$ cat src/rtl/unified_cache_mem_scheduler.sv
// Shares one memory request/response port between NUM_BANK cache banks, tracking misses in order.
// Optional macro UNIFIED_CACHE_MEM_CRITICAL_FIRST_EN enables critical-first arbitration levels.
`ifndef UNIFIED_CACHE_PACKET_WIDTH_IN_BITS
`define UNIFIED_CACHE_PACKET_WIDTH_IN_BITS 32
`endif

module unified_cache_mem_scheduler #(
    parameter int NUM_BANK                           = 4,
    parameter int UNIFIED_CACHE_PACKET_WIDTH_IN_BITS = `UNIFIED_CACHE_PACKET_WIDTH_IN_BITS,
    parameter int MAX_OUTSTANDING                    = 4
) (
    input  logic                                                clk_in,
    input  logic                                                reset_in,
    input  logic [NUM_BANK*UNIFIED_CACHE_PACKET_WIDTH_IN_BITS-1:0] bank_miss_request_flatted_in,
    input  logic [NUM_BANK-1:0]                                 bank_miss_request_valid_flatted_in,
    input  logic [NUM_BANK-1:0]                                 bank_miss_request_critical_flatted_in,
    output logic [NUM_BANK-1:0]                                 bank_miss_request_ack_out,
    input  logic [NUM_BANK*UNIFIED_CACHE_PACKET_WIDTH_IN_BITS-1:0] bank_writeback_request_flatted_in,
    input  logic [NUM_BANK-1:0]                                 bank_writeback_request_valid_flatted_in,
    input  logic [NUM_BANK-1:0]                                 bank_writeback_request_critical_flatted_in,
    output logic [NUM_BANK-1:0]                                 bank_writeback_request_ack_out,
    output logic [UNIFIED_CACHE_PACKET_WIDTH_IN_BITS-1:0]       mem_request_out,
    output logic                                                mem_request_valid_out,
    output logic                                                mem_request_is_write_out,
    input  logic                                                mem_request_ack_in,
    input  logic [UNIFIED_CACHE_PACKET_WIDTH_IN_BITS-1:0]       mem_response_in,
    input  logic                                                mem_response_valid_in,
    output logic                                                mem_response_ack_out,
    output logic [UNIFIED_CACHE_PACKET_WIDTH_IN_BITS-1:0]       bank_fetched_request_out,
    output logic [NUM_BANK-1:0]                                 bank_fetched_request_valid_flatted_out,
    input  logic [NUM_BANK-1:0]                                 bank_fetch_ack_flatted_in,
    output logic [$clog2(MAX_OUTSTANDING):0]                    outstanding_count_out,
    output logic                                                unexpected_response_out
);
    localparam int W     = UNIFIED_CACHE_PACKET_WIDTH_IN_BITS;
    localparam int BID_W = $clog2(NUM_BANK);
    localparam int PTR_W = (MAX_OUTSTANDING > 1) ? $clog2(MAX_OUTSTANDING) : 1;
    localparam int CNT_W = $clog2(MAX_OUTSTANDING) + 1;

    logic             req_vld_p0, req_wr_p0;
    logic [W-1:0]     req_pkt_p0;
    logic [BID_W-1:0] wb_ptr, miss_ptr;
    logic [BID_W-1:0] fifo_mem [MAX_OUTSTANDING];
    logic [PTR_W-1:0] rd_ptr, wr_ptr;
    logic [CNT_W-1:0] count;
    logic             unexpected;

    logic             fifo_empty, resp_pop, miss_ok, load_ok;
    logic [BID_W-1:0] head;
    logic [NUM_BANK-1:0] miss_req;
    logic             grant_wb, grant_miss;
    logic [BID_W-1:0] grant_bank;
    logic [W-1:0]     grant_pkt;

    // Returns {found, bank}: first requester at or after ptr, wrapping.
    function automatic logic [BID_W:0] rr_pick(input logic [NUM_BANK-1:0] req,
                                               input logic [BID_W-1:0] ptr);
        logic [BID_W:0]   res;
        logic [BID_W-1:0] idx;
        res = '0;
        for (int i = NUM_BANK - 1; i >= 0; i--) begin
            idx = ptr + BID_W'(i);
            if (req[idx]) res = {1'b1, idx};
        end
        return res;
    endfunction

    assign head       = fifo_mem[rd_ptr];
    assign fifo_empty = (count == '0);
    assign resp_pop   = !reset_in && mem_response_valid_in && !fifo_empty
                        && bank_fetch_ack_flatted_in[head];
    // A pop in this cycle frees a slot, so a miss may be granted even when full.
    assign miss_ok    = (count != CNT_W'(MAX_OUTSTANDING)) || resp_pop;
    assign load_ok    = !reset_in && (!req_vld_p0 || mem_request_ack_in);
    assign miss_req   = bank_miss_request_valid_flatted_in & {NUM_BANK{miss_ok}};

`ifdef UNIFIED_CACHE_MEM_CRITICAL_FIRST_EN
    always_comb begin
        logic [BID_W:0] p_cw, p_cm, p_nw, p_nm;
        p_cw = rr_pick(bank_writeback_request_valid_flatted_in
                       & bank_writeback_request_critical_flatted_in, wb_ptr);
        p_cm = rr_pick(miss_req & bank_miss_request_critical_flatted_in, miss_ptr);
        p_nw = rr_pick(bank_writeback_request_valid_flatted_in
                       & ~bank_writeback_request_critical_flatted_in, wb_ptr);
        p_nm = rr_pick(miss_req & ~bank_miss_request_critical_flatted_in, miss_ptr);
        grant_wb   = 1'b0;
        grant_miss = 1'b0;
        grant_bank = '0;
        if (load_ok) begin
            if (p_cw[BID_W]) begin
                grant_wb = 1'b1; grant_bank = p_cw[BID_W-1:0];
            end else if (p_cm[BID_W]) begin
                grant_miss = 1'b1; grant_bank = p_cm[BID_W-1:0];
            end else if (p_nw[BID_W]) begin
                grant_wb = 1'b1; grant_bank = p_nw[BID_W-1:0];
            end else if (p_nm[BID_W]) begin
                grant_miss = 1'b1; grant_bank = p_nm[BID_W-1:0];
            end
        end
    end
`else
    logic unused_critical;
    assign unused_critical = ^{bank_miss_request_critical_flatted_in,
                               bank_writeback_request_critical_flatted_in};

    always_comb begin
        logic [BID_W:0] p_w, p_m;
        p_w = rr_pick(bank_writeback_request_valid_flatted_in, wb_ptr);
        p_m = rr_pick(miss_req, miss_ptr);
        grant_wb   = 1'b0;
        grant_miss = 1'b0;
        grant_bank = '0;
        if (load_ok) begin
            if (p_w[BID_W]) begin
                grant_wb = 1'b1; grant_bank = p_w[BID_W-1:0];
            end else if (p_m[BID_W]) begin
                grant_miss = 1'b1; grant_bank = p_m[BID_W-1:0];
            end
        end
    end
`endif

    assign grant_pkt = grant_wb ? bank_writeback_request_flatted_in[grant_bank*W +: W]
                                : bank_miss_request_flatted_in[grant_bank*W +: W];

    always_comb begin
        for (int i = 0; i < NUM_BANK; i++) begin
            bank_writeback_request_ack_out[i]         = grant_wb && (grant_bank == BID_W'(i));
            bank_miss_request_ack_out[i]              = grant_miss && (grant_bank == BID_W'(i));
            bank_fetched_request_valid_flatted_out[i] = !reset_in && mem_response_valid_in
                                                        && !fifo_empty && (head == BID_W'(i));
        end
    end

    // Responses with nothing in flight are swallowed immediately.
    assign mem_response_ack_out     = !reset_in && mem_response_valid_in
                                      && (fifo_empty || bank_fetch_ack_flatted_in[head]);
    assign bank_fetched_request_out = mem_response_in;

    // Stage p0: output request register, arbitration pointers, miss tracking.
    always_ff @(posedge clk_in) begin
        if (reset_in) begin
            req_vld_p0 <= 1'b0;
            req_wr_p0  <= 1'b0;
            req_pkt_p0 <= '0;
            wb_ptr     <= '0;
            miss_ptr   <= '0;
            rd_ptr     <= '0;
            wr_ptr     <= '0;
            count      <= '0;
            unexpected <= 1'b0;
        end else begin
            if (grant_wb || grant_miss) begin
                req_vld_p0 <= 1'b1;
                req_wr_p0  <= grant_wb;
                req_pkt_p0 <= grant_pkt;
            end else if (mem_request_ack_in) begin
                req_vld_p0 <= 1'b0;
            end
            if (grant_wb)   wb_ptr   <= grant_bank + 1'b1;
            if (grant_miss) miss_ptr <= grant_bank + 1'b1;
            if (grant_miss) wr_ptr   <= wr_ptr + 1'b1;
            if (resp_pop)   rd_ptr   <= rd_ptr + 1'b1;
            if (grant_miss && !resp_pop)      count <= count + 1'b1;
            else if (!grant_miss && resp_pop) count <= count - 1'b1;
            if (mem_response_valid_in && fifo_empty) unexpected <= 1'b1;
        end
    end

    always_ff @(posedge clk_in) begin
        if (grant_miss) fifo_mem[wr_ptr] <= grant_bank;
    end

    assign mem_request_out          = req_pkt_p0;
    assign mem_request_valid_out    = req_vld_p0;
    assign mem_request_is_write_out = req_wr_p0;
    assign outstanding_count_out    = count;
    assign unexpected_response_out  = unexpected;

endmodule

$ cat config.mk
export PLATFORM = sky130hd
export DESIGN_NAME = unified_cache_mem_scheduler
export DESIGN_NICKNAME = d
export VERILOG_FILES = /design/src/rtl/unified_cache_mem_scheduler.sv
export SDC_FILE = /design/constraint.sdc
export NUM_CORES = 1
export LEC_CHECK = 0
export BUFFER_PORTS_ARGS = -buffer_cell sky130_fd_sc_hd__buf_2
export CAP_MARGIN = 15
export CORE_AREA = 4 4 152 154
export CTS_CLUSTER_DIAMETER = 60
export DETAILED_ROUTE_END_ITERATION = 10
export DIE_AREA = 0 0 156 158
export PLACE_DENSITY = 0.57
export SKIP_LAST_GASP = 1
export SLEW_MARGIN = 20
export SYNTH_ARGS = -nofsm -noshare
export SYNTH_HDL_FRONTEND = slang
export SYNTH_SLANG_ARGS = --single-unit
$ cat constraint.sdc
create_clock -name clk_in -period 3.4 [get_ports clk_in]
set_input_delay 0.68 -clock clk_in [delete_from_list [all_inputs] [get_ports clk_in]]
set_output_delay 0.68 -clock clk_in [all_outputs]
set_load 0.02 [all_outputs]
Yosys cells after proc, flatten, opt, wreduce, memory -nomap -nowiden
Memories as Yosys holds them, arrays and structs flattened. A register that Yosys moved wholly into a read port is not among the register bits.
Cells that the tools add are included.
{"block": "word_totals", "mem_count": 1, "latch_bits": 0, "register_bits": 46, "ramBits": 8, "output_inout_bits": 83, "in_bits": 312, "rom_bits": 0, "elab_cells": 117}
{"block": "classes", "n_mux": 43, "reduce_logical": 34, "multipliers": 0, "n_lt_le_gt_ge": 9, "div": 0, "eq_ne": 7, "shifts": 2, "bitwise_logic": 1, "n_addsub": 11}
{"memory": "fifo_mem", "words": 4, "word_bits": 2, "read_ports": 1, "rd_clocked_by_memory_dff": 1, "write_ports": 1, "line": "43", "source": "logic [BID_W-1:0] fifo_mem [MAX_OUTSTANDING];"}
{"operator": "indexed part select 128 x 8 -> 32 bit", "n": 2}
{"operator": "2-to-1 mux 32 bit", "n": 1}
{"operator": "2-to-1 mux 3 bit", "n": 10}
{"operator": "< comparator 2 x 3 -> 1 bit, second input constant", "n": 9}
{"operator": "logical AND 1 bit", "n": 20}
{"operator": "binary-select mux 1 bit (select 2 bit)", "n": 9}
{"operator": "2-to-1 mux 1 bit", "n": 18}
{"operator": "adder 2 x 1 -> 2 bit, second input constant", "n": 5}
{"operator": "2-to-1 mux 2 bit", "n": 5}
{"operator": "adder 2 bit, second input constant", "n": 4}
{"operator": "== test 2 bit, second input constant", "n": 4}
{"operator": "logical NOT 1 bit", "n": 5}
{"operator": "bitwise AND 4 bit", "n": 1}
{"operator": "== test 2 x 1 -> 1 bit, second input constant", "n": 2}
{"operator": "logical NOT 2 bit", "n": 2}
{"operator": "logical OR 1 bit", "n": 4}
{"operator": "nonzero test 2 bit", "n": 2}
{"operator": "adder 3 x 1 -> 3 bit, second input constant", "n": 1}
{"operator": "logical NOT 3 bit", "n": 1}
{"operator": "!= test 3 bit, second input constant", "n": 1}
{"operator": "subtractor 3 x 1 -> 3 bit, second input constant", "n": 1}

Depth between registers and ports, before layout
Gate-level depths: netlist of the first run.
{"block": "logic_depth", "depth_word": 19, "ltp_mapped": 16}

Worst setup path before layout of the first run
OpenSTA, ideal clock, no wires.
{"block": "synth_path", "kind": "input -> register", "startpoint": "input reset_in", "endpoint": "register count[2], in the netlist outstanding_count_out[2]", "arrival_ns": 3.471, "path_stages": 16, "path_slack_ns": -0.142, "n_path_buf": 5, "cell_sequence": "clkbuf_1 -> nand2b_1 -> or2_0 -> o221a_1 -> buf_4 -> or2_4 -> inv_4 -> buf_6 -> buf_6 -> buf_4 -> ha_1 -> inv_1 -> fa_1 -> xor2_1 -> or3_1 -> a21oi_1"}
{"block": "synth_via", "elab_chain_len": 18, "word_cells_on_any_way": 28}
{"element": "from (decl)", "line": "13", "source": "input logic reset_in,"}
{"element": "logical NOT 1 bit *", "line": "70, 74"}
{"element": "logical AND 1 bit (2 in a row)", "line": "70", "source": "assign resp_pop = !reset_in && mem_response_valid_in && !fifo_empty"}
{"element": "logical AND 1 bit", "line": "71", "source": "&& bank_fetch_ack_flatted_in[head];"}
{"element": "logical OR 1 bit", "line": "73", "source": "assign miss_ok = (count != CNT_W'(MAX_OUTSTANDING)) || resp_pop;"}
{"element": "bitwise AND 4 bit", "line": "75", "source": "assign miss_req = bank_miss_request_valid_flatted_in & {NUM_BANK{miss_ok}};"}
{"element": "binary-select mux 1 bit (select 2 bit)", "line": "63", "source": "if (req[idx]) res = {1'b1, idx};"}
{"element": "2-to-1 mux 1 bit (implied by the code)", "line": "63"}
{"element": "2-to-1 mux 3 bit (4 in a row)", "line": "63"}
{"element": "2-to-1 mux 1 bit", "line": "116", "source": "end else if (p_m[BID_W]) begin"}
{"element": "2-to-1 mux 1 bit", "line": "114", "source": "if (p_w[BID_W]) begin"}
{"element": "2-to-1 mux 1 bit *", "line": "113", "source": "if (load_ok) begin"}
{"element": "named net grant_miss", "line": "51", "source": "logic grant_wb, grant_miss;"}
{"element": "logical NOT 1 bit", "line": "165", "source": "else if (!grant_miss && resp_pop) count <= count - 1'b1;"}
{"element": "logical AND 1 bit", "line": "165"}
{"element": "nonzero test 2 bit (no source line)"}
{"element": "to (signal assigned)", "line": "164", "source": "if (grant_miss && !resp_pop) count <= count + 1'b1;"}
{"element": "to (signal assigned)", "line": "165"}
{"element": "to (decl)", "line": "45", "source": "logic [CNT_W-1:0] count;"}
The timed path passes the listed nets; every way through them passes the cells marked *. The select of a mux whose other input is x is not followed.
A chain may end at the register's enable or synchronous reset.

==> flow_summary.ini, run 1 <==
[pwr]
vdd_drop_max_mv = 0.222
leakagePower_nw = 3.27
powerDensity_mw_per_mm2 = 316

[logic_synthesis]
synth_edf_count = 8
yosys-top-cells-area = dfxtp_1 (17%), nor2_1 (7.5%), or3_1 (7.5%), o2111ai_1 (5.0%), a211o_1 (4.9%)
synth_area_leader_cell = dfxtp_1
synth_cell_types = 49
syn_inst = 763
syn_area_mm2 = 0.00573
async_flop_share_pct = 0
syn_nets = 1085
ys.warnings.count = 0
synth_seq_cells = 56
syn_avg_cell_area_um2 = 7.50
ys_seq_area_share_pct = 21.0
synth_commonest_cells = nor2_1 (115), or3_1 (69), a21oi_1 (53), clkbuf_1 (53), dfxtp_1 (48)
synth_ff_type = dfxtp_1
synth_top_area_share_pct = 16.8
synth_most_common_cell = nor2_1

[clock_tree]
cts.sinks = 56
cts_tree = built
cts.reportedPaths.clkPinSlew_ns = 0.09
cts_root_buf = clkbuf_16
cts_htree_levels = 2
clk_latency_ns = 0.32
cts-buffers-inserted = 5
cts_buffer_depth = 2

[sta]
finalHoldViolCount = 0
skew_ns = 0.0123
post-route-period-util_pct = 100
hold_slack_ns = 0.470
drv_slew = 0
tightest_slew_ns = 0.618
fin_ws_ns = -0.00604
slew_headroom_pct = 58.8
fmax_ghz = 0.294
rsz0062_at_grt = yes
post-route-min-period_ns = 3.41
setup_violations = 2

[run_status]
failed_checks = setup timing
status = finished with violations

[setup_path]
startpoint = fifo_mem[2][1]
critPathKind = reg2out
r2r_cells = 12
startpoint_type = flop
crit_arrival_ns = 2.73
r2r_end = outstanding_count_out[2]
cp.depth = 9
cp-endpoint = bank_miss_request_ack_out[0]
cp.required_ns = 2.72
cp_max_fo = 4
regToRegSetupSlack_ns = 0.23
crit_buf_inv = 2
end_kind = output port
max_stage_delay_ns = 0.50
critPathSlowestCell = mux4_2
crit_family = simple AND/OR/NAND/NOR gates
crit_chain = mux4_2, or2_0, o221a_2, or2_4, o21ai_4, inv_4, ha_1, and2_1, buf_6
reg2reg_from = fifo_mem[2][1]

[layout]
fin_area_mm2 = 0.00785
layout-drive-gt1-share_pct = 41.8
fillers = 2361
layout.nets = 1357
multi_input_area_mm2 = 0.00404
areaGrowthSynthToFinish_pct = 37.0
diodes = 0
seqCellArea_mm2 = 0.00120

[global_route]
grtUsageTotal_pct = 20.6
first_global_vias = 7092
antenna_found_initial = 0
grt_max_degree = 49
grt_pass1_wl_mm = 39.8
gr-total-overflow = 0

[floorplanning]
initial_utilization_pct = 26.4
die_w_um = 156
boundaryPins = 395
rows = 54
core_region_area_mm2 = 0.0217
die_h_um = 158
dieArea_mm2 = 0.0246

[place]
gp_congestion = 0.815
dp_hpwl_mm = 19.8
placed_area_mm2 = 0.00752
numPortBuffers = 322

[route]
wl_met1_mm = 10.8
vias = 6972
vias_per_cell = 5.30
drt-initial-drc-count = 381
route.met3.wl_mm = 2.05
top_layer = met4
wl_mm = 27.0
final_antenna_net_count = 0
wl_per_cell_um = 20.5
dr.pass1.iters = 5
drc = 0
route.met2.wl_mm = 13.7

[flow_run]
cap_violations = 0

[hold_path]
hold_path.class = reg2reg
worst reg2reg max path: cells and delay by family (launching register included):
family	cells	cell delay, ns
XOR/XNOR	1	0.17
buffers and inverters	3	0.30
AND/OR/NAND/NOR	3	0.78
multiplexers	1	0.50
adder cells (fa/ha/maj)	2	0.51
flip-flops	1	0.38
AO/OA/AOI/OAI	2	0.44
metal layers:
layer  global-route usage (%)  up-vias
li1                         -     3376
met1                     24.6     3245
met2                     37.1      315
met3                     4.24       36
met4                     6.29        0
met5                        0        -
flip-flops by register name, indices dropped and copies added, names as in the netlist, named ones only:
name                      count
unexpected_response_out       1
wr_ptr                        2
rd_ptr                        2
fifo_mem                      8
wb_ptr                        2
miss_ptr                      2
mem_request_valid_out         1
mem_request_is_write_out      1
outstanding_count_out         3
mem_request_out              32
per-stage QoR:
| stage | std cells | util (%) | power [mW] | TNS, ns | worst slack (ns) |
|---|---|---|---|---|---|
| global placement | 1297 | 34.6 | 1.74 | -0.000200 | -0.000200 |
| global route | 1316 | 36.2 | 2.61 | -0.650 | -0.109 |
| finish | 1316 | 36.2 | 2.48 | -0.00953 | -0.00604 |
| detailed placement | 1298 | 34.7 | 1.74 | -0.0736 | -0.0259 |
| floorplan | 763 | - | 1.36 | -0.0378 | -0.0378 |
| CTS | 1312 | 35.9 | 2.49 | -0.00870 | -0.00863 |
logic make-up (layout without fill, tap and decap cells):
logic type,count (synthesis),count (layout),share of synthesized area (%)
DFF,56,56,21.0
adders and majority gates,10,10,2.32
muxes,8,8,1.84
buffers and inverters,111,384,10.6
and+or+nand+nor,324,324,30.5
AOI/OAI and AO/OA,249,249,33.0
xor gates and xnor gates,5,5,0.765
repair_timing:
| action | in CTS | in global routing |
|---|---|---|
| hold buffers | 0 | 0 |
| gates cloned | 0 | 0 |
| pin swaps | 4 | 0 |
| resized for setup | 12 | 7 |
| endpoints found under the setup margin | 8 | 8 |
| endpoints found under the hold margin | 0 | 0 |
| setup buffers | 6 | 4 |
worst min path at each step:
stage,from,endpoint,slack (ns),cells after the start
2_1_floorplan,rd_ptr[1],flop,0.49,2
3_3_place_gp,unexpected_response_out,unexpected_response_out,0.45,2
5_1_grt,unexpected_response_out,unexpected_response_out,0.51,2
6_report,unexpected_response_out,unexpected_response_out,0.47,2
3_5_place_dp,unexpected_response_out,unexpected_response_out,0.45,2
4_1_cts,mem_request_is_write_out,mem_request_is_write_out,0.48,2
placed cells by master (no fill, tap or decap), types with 19 or more instances in the layout:
cell	Yosys	layout
a211o_1	32	32
a21boi_0	32	32
or3_1	69	69
nor2_1	115	115
nand2b_1	38	37
a21oi_1	53	53
a21oi_2	19	19
dfxtp_1	48	47
buf_4	35	39
o2111ai_1	33	32
nand2_1	42	41
a211oi_1	32	32
o32ai_1	32	32
buf_2	7	317
cell type report:
cell class | count | area share (%)
Tap cell | 280 | 4.47
Timing Repair Buffer | 366 | 25.8
Clock buffer | 6 | 1.64
Inverter | 10 | 0.542
Clock inverter | 2 | 0.766
Multi-Input combinational cell | 596 | 51.5
Sequential cell | 56 | 15.3
report_power, final:
part	switching, mW	internal, mW
registers	0.0355	0.728
logic	0.586	0.406
clock network	0.296	0.425
total	0.918	1.56
Note: power is estimated with default switching activity, not from simulation.
==> inputs of run 2 (changes only) <==
- GPL_TIMING_DRIVEN: unset -> 0
==> flow_summary.ini, run 2 (synthesis gave the netlist of run 1 again) <==
[run_status]
status = finished with violations
failed_checks = setup timing

[sta]
rsz0062_at_grt = yes
post-route-period-util_pct = 104
setup_violations = 8
fmax_ghz = 0.282
slew_headroom_pct = 41.9
tightest_slew_ns = 0.871
drv_slew = 0
finalHoldViolCount = 0
post-route-min-period_ns = 3.54
fin_ws_ns = -0.142
skew_ns = 0.0116
tns_ns = -1.11

[floorplanning]
initial_utilization_pct = 26.4
die_w_um = 156
rows = 54
die_h_um = 158
dieArea_mm2 = 0.0246
boundaryPins = 395
core_region_area_mm2 = 0.0217

[global_route]
grtUsageTotal_pct = 23.8
gr-total-overflow = 0
first_global_vias = 7615
grt_pass1_wl_mm = 44.6
grt_max_degree = 17
antenna_found_initial = 2

[hold_path]
hold_depth = 2
hold_path.class = reg2reg
holdCritStartpoint = unexpected_response_out
holdPathEnd = unexpected_response_out

[layout]
largest_register_ffs = 32
fillers = 2346
layout-drive-gt1-share_pct = 43.4
layout_common_cells = buf_2 (352), nor2_1 (115), or3_1 (69), a21oi_1 (53), clkbuf_1 (50)
layout_commonest_cell = buf_2
layout.nets = 1461
areaGrowthSynthToFinish_pct = 46.3

[pwr]
vdd_drop_max_mv = 0.177
power_mw = 2.51
leakagePower_nw = 3.55
combPwrFrac_pct = 44.1
clkPwrFrac_pct = 25.4
p_int_mw = 1.52
switching_power_mw = 0.988
seqPwrFrac_pct = 30.5
powerDensity_mw_per_mm2 = 300
switching_share_pct = 39.4

[setup_path]
crit_chain = buf_2, nor2b_1, nor2_1, o2111ai_1, buf_2, o21ai_4, buf_6, ha_4, and2_4, buf_6
max_stage_delay_ns = 0.43
critPathKind = in2out
critPathSlowestCell = buf_2
startpoint_type = primary input
crit_arrival_ns = 2.86
end_kind = output port
regToRegSetupSlack_ns = 0.03
cp_max_fo = 10
crit_buf_inv = 4
crit_family = buffers and inverters
r2r_cells = 14
r2r_end = outstanding_count_out[2]
cp.required_ns = 2.72

[clock_tree]
clk_latency_ns = 0.32
cts.sinks = 56
cts_root_buf = clkbuf_16
cts_tree = built
cts_htree_levels = 2
cts.reportedPaths.clkPinSlew_ns = 0.08
cts-buffers-inserted = 5
cts_buffer_depth = 2

[place]
dp_hpwl_mm = 24.8
gp_congestion = 0.862
dpl_worst_slack_ns = -0.748
numPortBuffers = 353

[flow_run]
cap_violations = 0

[route]
drc = 0
wl_mm = 31.3
vias = 7536
drt-initial-drc-count = 451
dr.pass1.iters = 5
vias_per_cell = 5.30
final_antenna_net_count = 0
wl_per_cell_um = 22.0
[run 2: changes by cell type in the layout (fill, tap and decap cells not counted), sizes merged]
cell    change
clkinv      +1
bufinv      -1
buf        +51
diode       +2
clkbuf     +53
[run 2: worst min-delay path, cell delays in order (launching register included)]
cell,delay (ns)
dfxtp_1,0.33
a21oi_1,0.04
nor2_1,0.07
[run 2: worst max-delay path by stage]
stage                                                           from                                end  slack [ns]  cells past startpoint
after floorplan                                             reset_in           outstanding_count_out[2]       -0.04                     16
after global placement    bank_writeback_request_valid_flatted_in[0]           outstanding_count_out[2]       -0.72                     14
after detailed placement  bank_writeback_request_valid_flatted_in[0]       bank_miss_request_ack_out[0]       -0.75                     10
after CTS                                                       flop       bank_miss_request_ack_out[0]       -0.12                     10
after global routing                                            flop  bank_writeback_request_ack_out[1]       -0.21                      9
final                                             mem_request_ack_in  bank_writeback_request_ack_out[3]       -0.14                     10
[run 2: power groups by stage]
stage | registers [mW] | clock network [mW] | logic (mW)
4_1_cts | 0.763 | 0.652 | 1.10
6_report | 0.764 | 0.638 | 1.11
2_1_floorplan | 0.836 | 0 | 0.528
3_3_place_gp | 0.777 | 0 | 1.05
5_1_grt | 0.771 | 0.671 | 1.19
3_5_place_dp | 0.779 | 0 | 1.05
[run 2: what timing repair did]
action | CTS | global route
setup buffers | 13 | 6
hold endpoints to repair | 0 | 0
endpoints found under the setup margin | 30 | 10
hold buffers | 0 | 0
resized for setup | 52 | 6
pin swaps | 7 | 6
[run 2: area by class of cell]
| type | count | area, um2 | share of cell area (%) |
|---|---|---|---|
| diodes | 2 | 5.00 | 0.0597 |
| clock inverters | 2 | 35.0 | 0.418 |
| multi-input cells | 596 | 4060 | 48.5 |
| repair buffers | 372 | 1980 | 23.7 |
| clock buffers | 6 | 129 | 1.54 |
| plain buffers | 98 | 561 | 6.69 |
| well taps | 280 | 350 | 4.18 |
| flip-flops and latches | 56 | 1200 | 14.4 |
| inverters | 10 | 47.5 | 0.568 |
[run 2: stage by stage]
stage | cell area, um2 | hold WS [ns] | util (%) | cells
2_1_floorplan | 5750 | 0.490 | - | 763
3_3_place_gp | 7870 | 0.447 | 36.3 | 1396
3_5_place_dp | 7870 | 0.452 | 36.3 | 1396
4_1_cts | 8320 | 0.474 | 38.4 | 1415
5_1_grt | 8370 | 0.508 | 38.6 | 1421
6_report | 8380 | 0.471 | 38.6 | 1422
[run 2: routing by layer]
layer	global-route usage, %	up-vias	part of all wire (%)
met5	0	-	0
met4	7.79	0	2.8
met3	4.65	60	8.1
met2	41.9	375	49
met1	29.3	3516	40
li1	-	3585	-
==> inputs of run 3 (changes only) <==
==> constraint.sdc (replaced) <==
create_clock -name clk_in -period 3.4 [get_ports clk_in]
set_input_delay 0.17 -clock clk_in [delete_from_list [all_inputs] [get_ports clk_in]]
set_output_delay 0.17 -clock clk_in [all_outputs]
set_load 0.02 [all_outputs]
==> flow_summary.ini, run 3 (synthesis gave the netlist of run 1 again) <==
[layout]
fillers = 2359
layout_common_cells = buf_2 (360), nor2_1 (115), or3_1 (69), a21oi_1 (52), clkbuf_1 (49)
layout.nets = 1452
areaGrowthSynthToFinish_pct = 42.1
layout-drive-gt1-share_pct = 41.6
multi_input_area_mm2 = 0.00396
fin_area_mm2 = 0.00813
layout_commonest_cell = buf_2
largest_register_ffs = 32
seqCellArea_mm2 = 0.00120

[sta]
rsz0062_at_grt = no
skew_ns = 0.0113
tightest_slew_ns = 0.768
drv_slew = 0
fin_ws_ns = 0.128
post-route-min-period_ns = 3.27
finalHoldViolCount = 0
setup_violations = 0
slew_headroom_pct = 48.8
fmax_ghz = 0.306
post-route-period-util_pct = 96.2

[route]
drc = 0
vias_per_cell = 5.25
dr.pass1.iters = 5
wl_mm = 31.1
drt-initial-drc-count = 516
route.met2.wl_mm = 15.4
vias = 7423
wl_met1_mm = 12.4
top_layer = met5
route.met3.wl_mm = 2.42
wl_per_cell_um = 22.0
final_antenna_net_count = 0

[setup_path]
end_kind = flop
cp.required_ns = 3.64
cp_max_fo = 11
critPathKind = reg2reg
r2r_cells = 13
crit_arrival_ns = 3.51
startpoint_type = flop

[clock_tree]
cts_buffer_depth = 2
clk_latency_ns = 0.31
cts.reportedPaths.clkPinSlew_ns = 0.08
cts_htree_levels = 2
cts-buffers-inserted = 5
cts.sinks = 56
cts_tree = built
cts_root_buf = clkbuf_16

[flow_run]
cap_violations = 0

[floorplanning]
core_region_area_mm2 = 0.0217
rows = 54
die_w_um = 156
dieArea_mm2 = 0.0246
initial_utilization_pct = 26.4
die_h_um = 158
boundaryPins = 395

[place]
dp_hpwl_mm = 25.0
gp_congestion = 0.882
numPortBuffers = 353
placed_area_mm2 = 0.00786
dpl_worst_slack_ns = -0.319

[pwr]
leakagePower_nw = 3.47
powerDensity_mw_per_mm2 = 304
vdd_drop_max_mv = 0.184

[global_route]
gr-total-overflow = 0
grt_pass1_wl_mm = 44.5
grtUsageTotal_pct = 23.9
antenna_found_initial = 4
grt_max_degree = 18
first_global_vias = 7489

[run_status]
status = finished clean

[hold_path]
hold_depth = 3
hold_path.class = in2reg
run 3: cell type report:
cell class,instances,share of cell area [%]
Multi-Input combinational cell,596,48.7
Timing Repair Buffer,363,22.6
Sequential cell,56,14.8
Buffer,98,6.74
Tap cell,280,4.31
Clock buffer,6,1.58
Inverter,10,0.677
Clock inverter,2,0.477
Antenna cell,3,0.0923
run 3: layer usage:
metal | vias up | GRT usage, %
met5 | - | 0
met4 | 4 | 8.09
met3 | 55 | 5.44
met2 | 349 | 42.6
met1 | 3437 | 28.3
li1 | 3578 | -
run 3: per-stage QoR:
step / util [%] / hold WS [ns] / cells / power [mW] / TNS, ns
after floorplan: - / 0.311 / 763 / 1.36 / 0
after global placement: 36.2 / 0.427 / 1396 / 1.82 / -0.454
after detailed placement: 36.2 / 0.433 / 1396 / 1.83 / -0.541
after CTS: 37.5 / 0.109 / 1412 / 2.48 / -0.00136
after global routing: 37.5 / 0.134 / 1413 / 2.60 / 0
final: 37.5 / 0.122 / 1414 / 2.47 / 0
run 3: worst paths after layout:
kind,endpoint,slack [ns],start
worst max-delay path,outstanding_count_out[2],0.13,flop
worst max register to register,outstanding_count_out[2],0.13,flop
worst min register to register,unexpected_response_out,0.48,unexpected_response_out
worst min-delay path,unexpected_response_out,0.12,mem_response_valid_in
run 3: repair_timing:
action                                  4_1_cts  5_1_grt
setup buffers                                 9        1
pin swaps                                     2        5
endpoints found under the setup margin       15       33
hold buffers                                  0        0
cloned                                        0        0
gates resized for setup                      12       12
run 3: critical path: stages, from the launching register on:
cell	delay [ns]
dfxtp_2	0.35
mux4_2	0.57
mux2i_2	0.19
o221a_1	0.27
buf_6	0.14
or2_4	0.27
clkinv_8	0.09
buf_8	0.11
ha_4	0.12
inv_1	0.04
fa_1	0.37
xor2_1	0.18
or3_1	0.38
a21oi_2	0.12
run 3: report_power, final:
part | switching (mW) | internal (mW) | leakage [nW] | total, mW
logic | 0.647 | 0.416 | 2.92 | 1.06
clock network | 0.288 | 0.353 | 0.0815 | 0.641
registers | 0.0369 | 0.728 | 0.470 | 0.765
